<file path="config.mk">
export PLATFORM = sky130hd
export DESIGN_NAME = fe_redirect_ctl
export DESIGN_NICKNAME = d
export VERILOG_FILES = /design/src/rtl/fe_pkg.sv /design/src/rtl/fe_branch_decode.sv /design/src/rtl/fe_redirect_ctl.sv
export SDC_FILE = /design/constraint.sdc
export NUM_CORES = 1
export LEC_CHECK = 0
export CORE_AREA = 3 3 130 132
export DETAILED_ROUTE_END_ITERATION = 8
export DIE_AREA = 0 0 133 135
export GPL_ROUTABILITY_DRIVEN = 0
export PLACE_DENSITY_LB_ADDON = 0.12
export RECOVER_POWER = 100
export SLEW_MARGIN = 10
export SYNTH_ARGS = -nofsm -noshare
export SYNTH_HDL_FRONTEND = slang
export SYNTH_SLANG_ARGS = --single-unit
</file>
<file path="constraint.sdc">
create_clock -name clk -period 4.9 [get_ports clk]
set_clock_uncertainty 0.05 [all_clocks]
set_input_delay 0.735 -clock clk [delete_from_list [all_inputs] [get_ports clk]]
set_output_delay 0.735 -clock clk [all_outputs]
set_load 0.02 [all_outputs]
</file>
<file path="src/rtl/fe_pkg.sv">
// Shared front-end definitions: redirect/stall encodings, opcodes and the
// sequencer state type used by the decode-side redirect controller.
package fe_pkg;

    // Redirect kind presented to the fetch stage
    localparam logic [1:0] JT_SEQ = 2'b00;
    localparam logic [1:0] JT_REG = 2'b01;
    localparam logic [1:0] JT_IMM = 2'b10;
    localparam logic [1:0] JT_INT = 2'b11;

    // Fetch PC control
    localparam logic [1:0] CTR_RUN   = 2'b00;
    localparam logic [1:0] CTR_STALL = 2'b10;

    // Control-flow opcodes (isn[31:26])
    localparam logic [5:0] OPC_J    = 6'h02;
    localparam logic [5:0] OPC_JR   = 6'h03;
    localparam logic [5:0] OPC_TRAP = 6'h3F;

    // Fetch restarts here on an interrupt or trap
    localparam logic [31:0] IRQ_VECTOR = 32'hC000_0000;

    typedef enum logic {
        ST_RUN    = 1'b0,
        ST_SQUASH = 1'b1
    } fe_state_e;

    // Word offset of a PC-relative jump, sign-extended to a byte offset
    function automatic logic [31:0] j_offset(input logic [25:0] imm);
        return {{4{imm[25]}}, imm, 2'b00};
    endfunction

endpackage

</file>
<file path="src/rtl/fe_branch_decode.sv">
// Pure combinational decode of the held instruction's control-flow opcode
// and the PC-relative jump target.
module fe_branch_decode
    import fe_pkg::*;
#(
    parameter logic [5:0] OP_J    = OPC_J,
    parameter logic [5:0] OP_JR   = OPC_JR,
    parameter logic [5:0] OP_TRAP = OPC_TRAP
) (
    input  logic [31:0] isn,
    input  logic [31:0] n_pc,
    output logic        is_j,
    output logic        is_jr,
    output logic        is_trap,
    output logic [31:0] jmp_i
);

    logic [5:0] opcode_s;

    assign opcode_s = isn[31:26];
    assign is_j     = (opcode_s == OP_J);
    assign is_jr    = (opcode_s == OP_JR);
    assign is_trap  = (opcode_s == OP_TRAP);

    // Target is relative to the already-incremented PC; wraps mod 2^32
    assign jmp_i = n_pc + j_offset(isn[25:0]);

endmodule

</file>
<file path="src/rtl/fe_redirect_ctl.sv">
// Decode-side redirect controller: holds the fetched instruction, stalls
// fetch on backpressure or an unresolved JR source, raises redirects, and
// squashes the wrong-path fetches that follow each redirect.
module fe_redirect_ctl
    import fe_pkg::*;
#(
    parameter int unsigned SQUASH_CYCLES = 1,
    parameter logic [5:0]  OP_J          = OPC_J,
    parameter logic [5:0]  OP_JR         = OPC_JR,
    parameter logic [5:0]  OP_TRAP       = OPC_TRAP
) (
    input  logic        clk,
    input  logic        rst,
    input  logic [31:0] n_pc,
    input  logic [31:0] isn,
    output logic [1:0]  ctr,
    output logic [1:0]  jmp_type,
    output logic [31:0] jmp_r,
    output logic [31:0] jmp_i,
    input  logic [31:0] rs_data,
    input  logic        rs_busy,
    input  logic        irq_req,
    output logic        irq_ack,
    output logic        de_valid,
    input  logic        de_ready,
    output logic [31:0] de_isn,
    output logic [31:0] de_pc
);

    localparam logic [2:0] SQ_INIT = 3'(SQUASH_CYCLES);

    logic        valid_q;
    logic [31:0] isn_q;
    logic [31:0] n_pc_q;
    fe_state_e   state_q;
    logic [2:0]  sq_cnt;

    logic        is_j_s;
    logic        is_jr_s;
    logic        is_trap_s;
    logic        live_s;
    logic        hold_s;
    logic        valid_d_s;
    fe_state_e   state_d_s;
    logic [2:0]  sq_cnt_d_s;

    fe_branch_decode #(
        .OP_J    (OP_J),
        .OP_JR   (OP_JR),
        .OP_TRAP (OP_TRAP)
    ) u_decode (
        .isn     (isn_q),
        .n_pc    (n_pc_q),
        .is_j    (is_j_s),
        .is_jr   (is_jr_s),
        .is_trap (is_trap_s),
        .jmp_i   (jmp_i)
    );

    assign jmp_r  = rs_data;
    assign de_isn = isn_q;
    assign de_pc  = n_pc_q - 32'd4;

    // Stall, redirect priority, downstream valid and next-state selection
    always_comb begin
        ctr        = CTR_RUN;
        jmp_type   = JT_SEQ;
        irq_ack    = 1'b0;
        live_s     = valid_q & ~rst & (state_q == ST_RUN);
        de_valid   = live_s;
        hold_s     = 1'b0;
        valid_d_s  = valid_q;
        state_d_s  = state_q;
        sq_cnt_d_s = sq_cnt;
        if (rst) begin
            de_valid = 1'b0;
        end else begin
            hold_s = valid_q & ((live_s & ~de_ready) | (is_jr_s & rs_busy));
            if (hold_s) begin
                ctr = CTR_STALL;
            end else begin
                case (state_q)
                    ST_RUN: begin
                        valid_d_s = 1'b1;
                        if (valid_q) begin
                            // Any redirect discards the capture taken this edge
                            if (irq_req) begin
                                jmp_type = JT_INT;
                                irq_ack  = 1'b1;
                                de_valid = 1'b0;
                            end else if (is_trap_s) begin
                                jmp_type = JT_INT;
                            end else if (is_jr_s) begin
                                jmp_type = JT_REG;
                            end else if (is_j_s) begin
                                jmp_type = JT_IMM;
                            end else begin
                                jmp_type = JT_SEQ;
                            end
                            if (jmp_type != JT_SEQ) begin
                                valid_d_s  = 1'b0;
                                state_d_s  = ST_SQUASH;
                                sq_cnt_d_s = SQ_INIT;
                            end else begin
                                state_d_s  = ST_RUN;
                            end
                        end else begin
                            state_d_s = ST_RUN;
                        end
                    end
                    ST_SQUASH: begin
                        // Last squash slot hands over to the correct-path fetch
                        if (sq_cnt <= 3'd1) begin
                            valid_d_s  = 1'b1;
                            state_d_s  = ST_RUN;
                            sq_cnt_d_s = 3'd0;
                        end else begin
                            valid_d_s  = 1'b0;
                            sq_cnt_d_s = sq_cnt - 3'd1;
                        end
                    end
                    default: begin
                        valid_d_s  = 1'b0;
                        state_d_s  = ST_RUN;
                        sq_cnt_d_s = 3'd0;
                    end
                endcase
            end
        end
    end

    // FE/DE holding register and sequencer state; frozen while stalled
    always_ff @(posedge clk) begin
        if (rst) begin
            valid_q <= 1'b0;
            isn_q   <= 32'd0;
            n_pc_q  <= 32'd0;
            state_q <= ST_RUN;
            sq_cnt  <= 3'd0;
        end else if (!hold_s) begin
            valid_q <= valid_d_s;
            isn_q   <= isn;
            n_pc_q  <= n_pc;
            state_q <= state_d_s;
            sq_cnt  <= sq_cnt_d_s;
        end else begin
            valid_q <= valid_q;
            isn_q   <= isn_q;
            n_pc_q  <= n_pc_q;
            state_q <= state_q;
            sq_cnt  <= sq_cnt;
        end
    end

endmodule

</file>
# Word level (Yosys, flattened, before mapping)
# Cells that the tools add are included.
totals:
  elab_cells: 65
  output_inout_bits: 134
  ff_bits: 69
op_classes:
  bitwise: 11
  magnitude_cmp: 1
  n_reduce_logical: 3
  n_eq_ne: 5
  addsub: 3
  muxes: 37
ops:
  columns: ["op", "count"]
  rows:
  - ["32-bit adder", 1]
  - ["32-bit by 3-bit subtractor with 32-bit output (second input constant)", 1]
  - ["2-bit two-way mux", 14]
  - ["1-bit two-way mux", 17]
  - ["6-bit by 2-bit equality test with 1-bit output (second input constant)", 2]
  - ["3-bit two-way mux", 3]
  - ["6-bit equality test (second input constant)", 1]
  - ["3-bit one-hot mux with 2 select lines", 1]
  - ["1-bit AND", 5]
  - ["1-bit NOT", 5]
  - ["1-bit one-hot mux with 2 select lines", 2]
  - ["4-bit AND reduction", 1]
  - ["3-bit by 1-bit less-or-equal comparator with 1-bit output (second input constant)", 1]
  - ["3-bit by 1-bit subtractor with 3-bit output (second input constant)", 1]
  - ["2-bit by 1-bit != test with 1-bit output (second input constant)", 1]
  - ["2-bit != test (second input constant)", 1]
  - ["2-bit AND reduction", 1]
  - ["2-bit nonzero test", 1]
  - ["1-bit OR", 1]

# Longest topological paths before layout
depth:
  word_depth: 13
  depth_mapped: 10
  ltp_nobuf: 10

# Modules after synthesis
# Synthesis repeated with hierarchy kept, for this count alone.
hier_totals:
  hier_cells: 608
  area_unflattened_um2: 4929.7
by_module_without_submodules:
  columns: ["mod", "instances", "area_per_inst_um2", "cells_per_inst"]
  rows:
  - ["fe_redirect_ctl", 1, 3233.1, 372]
  - ["fe_branch_decode", 1, 1696.6, 236]

# Worst setup path after synthesis
# OpenSTA, ideal clock, no wires.
synth_timing:
  path_kind: "register to output"
  from: "register n_pc_q[11]"
  to: "output port de_pc[31]"
  t_arrival_ns: 3.014
  path_slack_ns: 1.101
  required_ns: 4.115
  stages_incl_launch_ff: 8
  path_buffers: 0
  path_cell_list: "dfxtp_1 > or4_4 > or4_4 > or4_4 > or4_4 > or2_4 > nor3_2 > xor2_1"
synth_between:
  elab_chain_len: 1
synth_lines:
  columns: ["item", "line", "rtl"]
  rows:
  - ["start, declared", "fe_redirect_ctl.sv:34", "logic [31:0] n_pc_q;"]
  - ["start signal, assigned", "fe_redirect_ctl.sv:143", "n_pc_q <= n_pc;"]
  - ["start signal, assigned", "fe_redirect_ctl.sv:149", "n_pc_q <= n_pc_q;"]
  - ["32-bit by 3-bit subtractor with 32-bit output", "fe_redirect_ctl.sv:62", "assign de_pc = n_pc_q - 32'd4;"]
  - ["end, declared", "fe_redirect_ctl.sv:27", "output logic [31:0] de_pc"]
# Every way passes these cells.

# Worst setup path in the final report
# Same ends and word-level chain as after synthesis.

==> out/results.ini <==
[global_route]
grt-ovfl-total=0
grt_max_degree=35
track_usage_pct=17.4
grt_pass1_vias=4652
grt_pass1_wl_mm=24.9
antenna_found_initial=0

[clock_tree]
path_clk_slew_ns=0.06
cts_buffer_depth=2
cts.sinks=69
cts_setup_buffers=0
numCtsBuffers=9
htreeDepth=3
cts_tree=yes
hold_buffers=0
ctsResizeCount=0
insertion_delay_ns=0.34
root_buffer=clkbuf_16

[hold_path]
hp-start=n_pc_q[0]
min_path_type=reg2reg
holdPathStages=1

[drt]
drt_first_pass_iters=6
routed_wl_mm=15.8
routed_via_density=4.98
ant_nets=0
drtIter0Drc=243
drc_errors=0
wire_per_inst_um=16.8
vias=4683

[floorplanning]
initial_utilization_pct=30.1
fp.dieW_um=133
dieArea_mm2=0.0180
core_area_mm2=0.0158
rows=46
die_h_um=135
ios=235

[setup_path]
timing.rr.start=de_isn[28]
worstSetupStartpoint=n_pc_q[11]
crit_path_top_delay_cell=clkdlybuf4s50_1
required_ns=4.12
end_kind=output port
arrival_ns=3.90
startpoint_type=flop
reg2reg_depth=7
path_max_fanout=7
max_stage_delay_ns=0.62
path_cells=or4_4 > or4_4 > or4_4 > or4_4 > or2_4 > nor3_2 > xor2_1 > clkdlybuf4s50_1
crit_type=reg2out
crit_top_cell=or4_4

[pwr]
power_density_mw_per_mm2=305
peakVddDrop_mv=0.145
power_leakage_nw=3.00

[yosys]
synthTopCellsByArea=dfxtp_1, ha_1, a21oi_1
synth_cells=600
synthArstFlopShare_pct=0
yosysUniqueCellTypes=53
netlist_area_mm2=0.00476
synth-seq-area-share_pct=29.0
synth_edf_count=0
synth.net_count=734
yosysTopAreaCellShare_pct=29.0
ys_ff_latch=69
synth_flop_cell=dfxtp_1
yosys.area.top_type=dfxtp_1
yosys_warnings=0
syn_avg_cell_area_um2=7.93

[sta]
slew_headroom_pct=-32.8
rsz0062_at_grt=false
fin_crit_sh_pct=95.7
hold_viol=0
setup_viol=0
drv_slew=17
hold_slack_ns=0.444
timing.fmax_ghz=0.213
worstMarginPinSlew_ns=1.97
fin_crit_ns=4.69
tns_ns=0

[placed_design]
port_buffers=169
placed_area_mm2=0.00639
dpl.hpwl_mm=12.4

[status]
violations=capacitance limit, slew limit
outcome=finished, violations left

[final_layout]
final_cell_mix=dlygate4sd3_1, nand2_1, a21oi_1, dfxtp_1, clkdlybuf4s50_1
areaGrowthSynthToFinish_pct=40.0
diodes=0
final_core_util_pct=42.1
layout.nets=854
final_area_mm2=0.00667
final_common_cell=dlygate4sd3_1
drive_gt1_share_pct=4.00

[job]
cap_violations=1

-- cell type report --
type / count / area [um2]
multi-input cells: 448 / 2930
clock buffers: 10 / 229
fillers: 1585 / 9160
clock inverters: 6 / 63.8
flip-flops and latches: 69 / 1380
repair buffers: 175 / 1730
well taps: 216 / 270
inverters: 17 / 63.8
-- critical path: cells and delay by family (launching register included) --
family                    cells  cell delay [ns]
DFF                           1             0.38
and+or+nand+nor               6             2.41
buffers and inverters         1             0.62
xor gates and xnor gates      1             0.17
-- cells by family (layout without fill, tap and decap cells) --
logic type | after synthesis | count (layout) | synth area share (%)
XOR/XNOR | 52 | 52 | 9.57
AND/OR/NAND/NOR | 183 | 183 | 18.4
adder cells (fa/ha/maj) | 33 | 33 | 8.83
other | 1 | 1 | 0.0788
AO/OA/AOI/OAI | 179 | 179 | 24.6
buffers and inverters | 83 | 208 | 9.54
flip-flops | 69 | 69 | 29.0
-- through the flow --
step | std cells | worst slack [ns] | total power [mW]
finish | 941 | 0.211 | 2.03
global route | 941 | 0.0855 | 2.15
CTS | 941 | 0.186 | 2.11
detailed placement | 925 | 0.578 | 1.44
global placement | 925 | 0.609 | 1.44
floorplan | 600 | 1.10 | 1.13
-- metal layers --
metal	global-route usage, %	part of all wire [%]	up-vias
met3	3.61	5.3	18
met2	29.9	48	147
li1	-	-	2344
met5	0	0	-
met1	22.3	45	2174
met4	4.91	1.5	0
-- synth_stat cells (all sizes together) (3+ instances only) --
cell type / n
a211o: 3
a211oi: 3
a21boi: 6
a21o: 12
a21oi: 70
a22o: 34
a31oi: 7
and3: 3
buf: 38
clkbuf: 28
dfxtp: 69
ha: 32
inv: 17
nand2: 87
nand3: 12
nand4: 5
nor2: 31
nor3: 12
nor4: 7
o211ai: 4
o21ai: 20
o21bai: 4
o31ai: 4
or2: 3
or3: 3
or4: 7
xnor2: 24
xor2: 28
-- sequential cells by signal (all words and copies together) (netlist names) --
name     count
sq_cnt       3
state_q      1
valid_q      1
n_pc_q      32
de_isn      32
-- report_power, final --
| group | internal (mW) | switching [mW] |
|---|---|---|
| registers | 0.606 | 0.0595 |
| logic | 0.324 | 0.393 |
| clock network | 0.393 | 0.259 |
| total | 1.32 | 0.712 |
-- path summary, 6_finish.rpt --
kind           endpoint  slack, ns
max           de_pc[31]       0.21
min           n_pc_q[0]       0.44
max reg2reg  n_pc_q[12]       1.21
min reg2reg   n_pc_q[0]       0.44
(Power assumes the default switching activity.)
